File: src/rtl/store_unit.sv
// Store formatter + small issue queue between EXE and the data bus bridge.
// Define STORE_ALIGN_CHECK_EN to add ades_ex and drop misaligned SH/SW.
module store_unit #(
    parameter int DEPTH = 2
) (
    input  logic                    clk,
    input  logic                    reset,
    input  logic                    in_valid,
    output logic                    in_ready,
    input  logic [2:0]              in_op,
    input  logic [31:0]             in_addr,
    input  logic [31:0]             in_data,
    input  logic                    flush,
    output logic                    data_req,
    output logic                    data_wr,
    output logic [1:0]              data_size,
    output logic [31:0]             data_addr,
    output logic [3:0]              data_wstrb,
    output logic [31:0]             data_wdata,
    input  logic                    data_addr_ok,
    input  logic                    data_data_ok,
    output logic                    busy,
`ifdef STORE_ALIGN_CHECK_EN
    output logic                    ades_ex,
`endif
    output logic [$clog2(DEPTH):0]  st_count
);
    localparam int PW = $clog2(DEPTH);
    localparam int CW = PW + 1;

    localparam logic [2:0] OP_SB  = 3'b000;
    localparam logic [2:0] OP_SH  = 3'b001;
    localparam logic [2:0] OP_SW  = 3'b010;
    localparam logic [2:0] OP_SWL = 3'b011;
    localparam logic [2:0] OP_SWR = 3'b100;

    typedef enum logic [1:0] {IDLE, REQ, WAIT_DATA} state_e;

    typedef struct packed {
        logic [29:0] addr;
        logic [3:0]  wstrb;
        logic [31:0] wdata;
    } entry_t;

    state_e          state_q, state_d;
    logic [PW-1:0]   rd_ptr_q, rd_ptr_d, wr_ptr_q, wr_ptr_d;
    logic [CW-1:0]   count_q, count_d;
    entry_t          mem_q [DEPTH];
    entry_t          head;

    logic [1:0]      n;
    logic [3:0]      fmt_strb;
    logic [31:0]     fmt_data;
    logic            misalign;
    logic            push, pop, hs, inflight;

    assign n = in_addr[1:0];

    always_comb begin
        fmt_strb = 4'b0000;
        fmt_data = in_data;
        case (in_op)
            OP_SB: begin
                fmt_strb = 4'b0001 << n;
                fmt_data = {4{in_data[7:0]}};
            end
            OP_SH: begin
                fmt_strb = n[1] ? 4'b1100 : 4'b0011;
                fmt_data = {2{in_data[15:0]}};
            end
            OP_SW: fmt_strb = 4'b1111;
            // SWL fills the low bytes up to n with the top bytes of rt
            OP_SWL: begin
                case (n)
                    2'b00:   begin fmt_strb = 4'b0001; fmt_data = {24'b0, in_data[31:24]}; end
                    2'b01:   begin fmt_strb = 4'b0011; fmt_data = {16'b0, in_data[31:16]}; end
                    2'b10:   begin fmt_strb = 4'b0111; fmt_data = {8'b0, in_data[31:8]};   end
                    default: begin fmt_strb = 4'b1111; fmt_data = in_data;                 end
                endcase
            end
            OP_SWR: begin
                case (n)
                    2'b00:   begin fmt_strb = 4'b1111; fmt_data = in_data;                 end
                    2'b01:   begin fmt_strb = 4'b1110; fmt_data = {in_data[23:0], 8'b0};   end
                    2'b10:   begin fmt_strb = 4'b1100; fmt_data = {in_data[15:0], 16'b0};  end
                    default: begin fmt_strb = 4'b1000; fmt_data = {in_data[7:0], 24'b0};   end
                endcase
            end
            default: fmt_strb = 4'b0000;
        endcase
    end

`ifdef STORE_ALIGN_CHECK_EN
    assign misalign = ((in_op == OP_SH) && n[0]) || ((in_op == OP_SW) && (n != 2'b00));
    assign ades_ex  = in_valid && misalign && !reset;
`else
    assign misalign = 1'b0;
`endif

    assign in_ready = (count_q < CW'(DEPTH));

    always_comb begin
        inflight = (state_q != IDLE);
        push     = in_valid && in_ready && !flush && !misalign;
        hs       = (state_q == REQ) && data_addr_ok;
        pop      = (hs && data_data_ok) || ((state_q == WAIT_DATA) && data_data_ok);
        rd_ptr_d = rd_ptr_q + PW'(pop);
        // Flush keeps only the bus-owned head entry (REQ or WAIT_DATA)
        if (flush) begin
            wr_ptr_d = rd_ptr_q + PW'(inflight);
            count_d  = CW'(inflight && !pop);
        end else begin
            wr_ptr_d = wr_ptr_q + PW'(push);
            count_d  = count_q + CW'(push) - CW'(pop);
        end
        state_d = state_q;
        case (state_q)
            IDLE:      if (count_q != '0 && !flush) state_d = REQ;
            REQ:       if (hs) state_d = data_data_ok ? ((count_d != '0) ? REQ : IDLE) : WAIT_DATA;
            WAIT_DATA: if (data_data_ok) state_d = (count_d != '0) ? REQ : IDLE;
            default:   state_d = IDLE;
        endcase
    end

    always_ff @(posedge clk) begin
        if (reset) begin
            state_q  <= IDLE;
            rd_ptr_q <= '0;
            wr_ptr_q <= '0;
            count_q  <= '0;
        end else begin
            state_q  <= state_d;
            rd_ptr_q <= rd_ptr_d;
            wr_ptr_q <= wr_ptr_d;
            count_q  <= count_d;
        end
    end

    always_ff @(posedge clk) begin
        if (push) mem_q[wr_ptr_q] <= '{addr: in_addr[31:2], wstrb: fmt_strb, wdata: fmt_data};
    end

    assign head       = mem_q[rd_ptr_q];
    assign data_req   = (state_q == REQ);
    assign data_wr    = data_req;
    assign data_size  = 2'b10;
    assign data_addr  = data_req ? {head.addr, 2'b00} : 32'h0;
    assign data_wstrb = data_req ? head.wstrb : 4'h0;
    assign data_wdata = data_req ? head.wdata : 32'h0;
    assign busy       = (count_q != '0);
    assign st_count   = count_q;

endmodule

File: config.mk
export PLATFORM = sky130hd
export DESIGN_NAME = store_unit
export DESIGN_NICKNAME = d
export VERILOG_FILES = /design/src/rtl/store_unit.sv
export SDC_FILE = /design/constraint.sdc
export NUM_CORES = 1
export LEC_CHECK = 0
export ABC_AREA = 0
export BUFFER_PORTS_ARGS = -buffer_cell sky130_fd_sc_hd__buf_4
export CELL_PAD_IN_SITES_DETAIL_PLACEMENT = 1
export CELL_PAD_IN_SITES_GLOBAL_PLACEMENT = 1
export CORE_AREA = 2 2 135 137
export DETAILED_ROUTE_END_ITERATION = 7
export DIE_AREA = 0 0 137 139
export GPL_TIMING_DRIVEN = 0
export PLACE_DENSITY = 0.76
export SLEW_MARGIN = 15
export SYNTH_ARGS = -nofsm -noshare
export SYNTH_HDL_FRONTEND = slang
export SYNTH_SLANG_ARGS = --single-unit
File: constraint.sdc
create_clock -name clk -period 2.5 [get_ports clk]
set_input_delay 0 -clock clk [delete_from_list [all_inputs] [get_ports clk]]
set_output_delay 0 -clock clk [all_outputs]
set_load 0.01 [all_outputs]
==> metrics.txt <==
# TYPE chip_impl_metric gauge
chip_impl_info{name="critical-path-top-delay-family",value="buffers and inverters"} 1
chip_impl_metric{name="gp_congestion",unit=""} 0.910
chip_impl_metric{name="sw_frac_of_total",unit="%"} 23.2
chip_impl_metric{name="antenna_cells",unit=""} 0
chip_impl_metric{name="drc_errors",unit=""} 0
chip_impl_metric{name="final.setup_skew",unit="ns"} 0.0138
chip_impl_metric{name="fin_util",unit="%"} 53.3
chip_impl_info{name="clock_tree_from_tritoncts",value="yes"} 1
chip_impl_metric{name="cap_viol_max_count",unit=""} 0
chip_impl_metric{name="hold-worst-slack",unit="ns"} 0.0217
chip_impl_metric{name="cellInternalPower",unit="mW"} 4.66
chip_impl_metric{name="num_io_pins",unit=""} 149
chip_impl_metric{name="max_slew.worst_pin.slew",unit="ns"} 0.867
chip_impl_info{name="grt_setup_unrepaired",value="no"} 1
chip_impl_metric{name="finalSetupViolations",unit=""} 0
chip_impl_info{name="synthTopCellsByArea",value="sky130_fd_sc_hd__edfxtp_1 (59%), sky130_fd_sc_hd__mux2i_1 (12%), sky130_fd_sc_hd__nor2_1 (4.4%), sky130_fd_sc_hd__nand2_1 (2.7%), sky130_fd_sc_hd__a222oi_1 (1.8%)"} 1
chip_impl_metric{name="route.layer.met1.wl",unit="um"} 8290
chip_impl_info{name="synth_top_flop_cell",value="sky130_fd_sc_hd__edfxtp_1"} 1
chip_impl_metric{name="slew_viol_final",unit=""} 0
chip_impl_metric{name="power.leakage",unit="nW"} 3.58
chip_impl_metric{name="critical_path_arrival",unit="ns"} 2.13
chip_impl_metric{name="io_buffer_count",unit=""} 143
chip_impl_metric{name="critPathMaxStageDelay",unit="ns"} 0.36
chip_impl_metric{name="cts_num_sinks",unit=""} 138
chip_impl_metric{name="start_util",unit="%"} 38.3
chip_impl_metric{name="clkPwrFrac",unit="%"} 42.7
chip_impl_metric{name="area_of_the_mapped_netlist",unit="um2"} 6770
chip_impl_metric{name="synth-edff-count",unit=""} 132
chip_impl_metric{name="cts.reportedPaths.clkPinSlew",unit="ns"} 0.06
chip_impl_info{name="crit_top_cell",value="sky130_fd_sc_hd__buf_4"} 1
chip_impl_metric{name="wire_length_on_met2",unit="um"} 9920
chip_impl_metric{name="antenna_found_initial",unit=""} 0
chip_impl_metric{name="clkLatencyLatePin",unit="ns"} 0.42
chip_impl_metric{name="grt_overflow_total",unit=""} 0
chip_impl_metric{name="crit_path_max_fanout",unit=""} 10
chip_impl_metric{name="synth.top_cell.area_share",unit="%"} 58.6
chip_impl_metric{name="syn-instance-count",unit=""} 529
chip_impl_metric{name="first_pass_grt_wire_length",unit="um"} 30800
chip_impl_metric{name="dieArea",unit="um2"} 19000
chip_impl_metric{name="first_global_vias",unit=""} 5655
chip_impl_metric{name="postSynth.asyncResetShare",unit="%"} 0
chip_impl_metric{name="dp_hpwl",unit="um"} 14000
chip_impl_metric{name="detail_route.vias_per_cell",unit=""} 5.39
chip_impl_metric{name="grt_start_max_net_pins",unit=""} 52
chip_impl_info{name="clockRootBuffer",value="sky130_fd_sc_hd__clkbuf_16"} 1
chip_impl_metric{name="min_period",unit="ns"} 2.13
chip_impl_metric{name="die_y",unit="um"} 139
chip_impl_metric{name="fp.dieW",unit="um"} 137
chip_impl_metric{name="synth-seq-cells",unit=""} 138
chip_impl_metric{name="setup-tns-final",unit="ns"} 0
chip_impl_info{name="worst_setup_path_start_kind",value="flop"} 1
chip_impl_metric{name="drive_above_1_share",unit="%"} 30.5
chip_impl_metric{name="fmax",unit="MHz"} 470
chip_impl_metric{name="drtPass1Iterations",unit=""} 5
chip_impl_info{name="timing.critical_path.cells",value="clkbuf_1 > buf_2 > buf_4 > mux2i_1 > nor2_1 > buf_4"} 1
chip_impl_metric{name="avg_synthesized_cell_area",unit="um2"} 12.8
chip_impl_metric{name="htreeDepth",unit=""} 4
chip_impl_metric{name="area_growth_syn_to_layout",unit="%"} 39.2
chip_impl_metric{name="dr_total_vias",unit=""} 5357
chip_impl_metric{name="global_route.usage.total",unit="%"} 21.4
chip_impl_metric{name="drt_wl_total",unit="um"} 20300
chip_impl_metric{name="critPathRequiredTime",unit="ns"} 2.50
chip_impl_info{name="synth_top_cell_by_area",value="sky130_fd_sc_hd__edfxtp_1"} 1
chip_impl_metric{name="critical_path_buf_inv_count",unit=""} 4
chip_impl_info{name="critical-path-slowest-cell",value="sky130_fd_sc_hd__buf_2"} 1
chip_impl_metric{name="final_antenna_net_count",unit=""} 0
chip_impl_metric{name="period_share",unit="%"} 85.2
chip_impl_info{name="crit_path_end_kind",value="output pin"} 1
chip_impl_metric{name="max-vdd-ir-drop",unit="V"} 0.000494
chip_impl_metric{name="synth-seq-area-share",unit="%"} 60.4
chip_impl_metric{name="timing_hold_violations_final",unit=""} 0
chip_impl_info{name="run_status",value="complete, no violations"} 1
chip_impl_metric{name="detail_route.wl_per_cell",unit="um"} 20.4
chip_impl_info{name="most_repeated_cell_in_the_gate_level_netlist_after_synthesis",value="sky130_fd_sc_hd__edfxtp_1"} 1
chip_impl_info{name="synthTopCellsByCount",value="sky130_fd_sc_hd__edfxtp_1 (132), sky130_fd_sc_hd__nor2_1 (79), sky130_fd_sc_hd__mux2i_1 (78)"} 1
chip_impl_metric{name="post_cts.repair.setup_buffers",unit=""} 0
chip_impl_metric{name="p_comb_share",unit="%"} 13.3
chip_impl_metric{name="powerDensity",unit="nW/um2"} 644
chip_impl_metric{name="std_cell_rows",unit=""} 49
chip_impl_metric{name="clock_buffers_created_by_tritoncts",unit=""} 17
chip_impl_metric{name="power_switching",unit="mW"} 1.41
chip_impl_metric{name="total_of_cells_resized_after_clock_tree_synthesis",unit=""} 0
chip_impl_metric{name="synthesis.yosys.warnings",unit=""} 0
chip_impl_metric{name="placeable_area",unit="um2"} 17700
chip_impl_metric{name="finalNetCount",unit=""} 828
chip_impl_info{name="criticalPathCategory",value="flop to output pin"} 1
chip_impl_info{name="hold_path.class",value="input port to flop"} 1
chip_impl_metric{name="design_power_total",unit="mW"} 6.07
chip_impl_info{name="top_signal_layer_used",value="met4"} 1
chip_impl_metric{name="cts_buffer_depth",unit=""} 2
chip_impl_metric{name="routed_wire_length_on_met3",unit="um"} 1480
chip_impl_metric{name="drtIter0Drc",unit=""} 324
chip_impl_metric{name="synth.distinct_cells",unit=""} 52
chip_impl_metric{name="max-slew-margin-rel",unit="%"} 41.8
chip_impl_metric{name="pwr-share-seq",unit="%"} 44.0
==> layout by cell type (no fill, tap or decap), drive strengths merged, types with 8 or more instances in the layout <==
cell         synthesis  layout
clkbuf               7      32
a22o                 8       8
buf                 32     177
mux2                 8       8
o221ai               8       8
o21ai               13      13
dlygate4sd3          0      57
mux2i               78      78
a222oi              12      12
a21oi               10      10
inv                  7       9
nand3b               9       9
nor2                81      81
nand2               48      48
a22oi               11      11
edfxtp             132     132
==> metrics by stage <==
step / cell area [um2] / std cells / setup WS (ns)
2_1_floorplan: 6770 / 531 / -0.248
3_3_place_gp: 8130 / 903 / -1.11
3_5_place_dp: 8210 / 905 / 0.517
4_1_cts: 9420 / 994 / 0.334
5_1_grt: 9420 / 994 / 0.196
6_report: 9420 / 994 / 0.370
==> timing repair <==
item,4_1_cts,5_1_grt
hold buffers,57,0
endpoints found under the setup margin,0,0
endpoints found under the hold margin,111,0
==> final timing paths <==
path / start / endpoint / slack [ns] / cells past startpoint
setup / recovery: rd_ptr_q / data_wdata[23] / 0.37 / 6
hold / removal: flush / st_count[0] / 0.02 / 3
setup reg to reg: state_q[1] / state_q[0] / 0.47 / 8
hold reg to reg: state_q[1] / state_q[0] / 0.65 / 3
==> routing by layer <==
metal  up-vias  GRT usage, %
met4         0          8.84
met1      2633          26.7
met5         -             0
met2       246          35.7
met3        42          4.93
li1       2436             -
==> tightest hold or removal path, stage by stage <==
cell and delay [ns]:
sky130_fd_sc_hd__clkbuf_1 0.19, sky130_fd_sc_hd__nand3b_1 0.14, sky130_fd_sc_hd__a21oi_1 0.06
==> power by group through the flow <==
stage	sequential (mW)	combinational (mW)	clock [mW]
6_report	2.67	0.805	2.59
5_1_grt	2.68	0.868	2.73
4_1_cts	2.67	0.801	2.64
3_5_place_dp	2.72	0.724	0
3_3_place_gp	2.72	0.682	0
2_1_floorplan	2.72	0.386	0
==> registers in the layout, indices dropped and copies added, names as in the netlist <==
signal    count
st_count      2
rd_ptr_q      1
state_q       2
wr_ptr_q      1
mem_q       132
==> final cells by class <==
class                           instances  area [um2]
Buffer                                 39         231
Clock inverter                          7        41.3
Tap cell                              229         287
Inverter                                7        26.3
Clock buffer                           25         592
Fill cell                            1827        8240
Sequential cell                       138        4080
Multi-Input combinational cell        347        2460
Timing Repair Buffer                  202        1700
==> kinds of logic after synthesis <==
logic type,Yosys count,synth area share [%]
flops,138,60.4
compound gates,83,9.50
simple gates,162,10.6
other cells,2,0.111
xor+xnor,4,0.518
mux,91,14.5
buf+inv,46,3.81
fa+ha+maj,3,0.555
(Power assumes the default switching activity.)
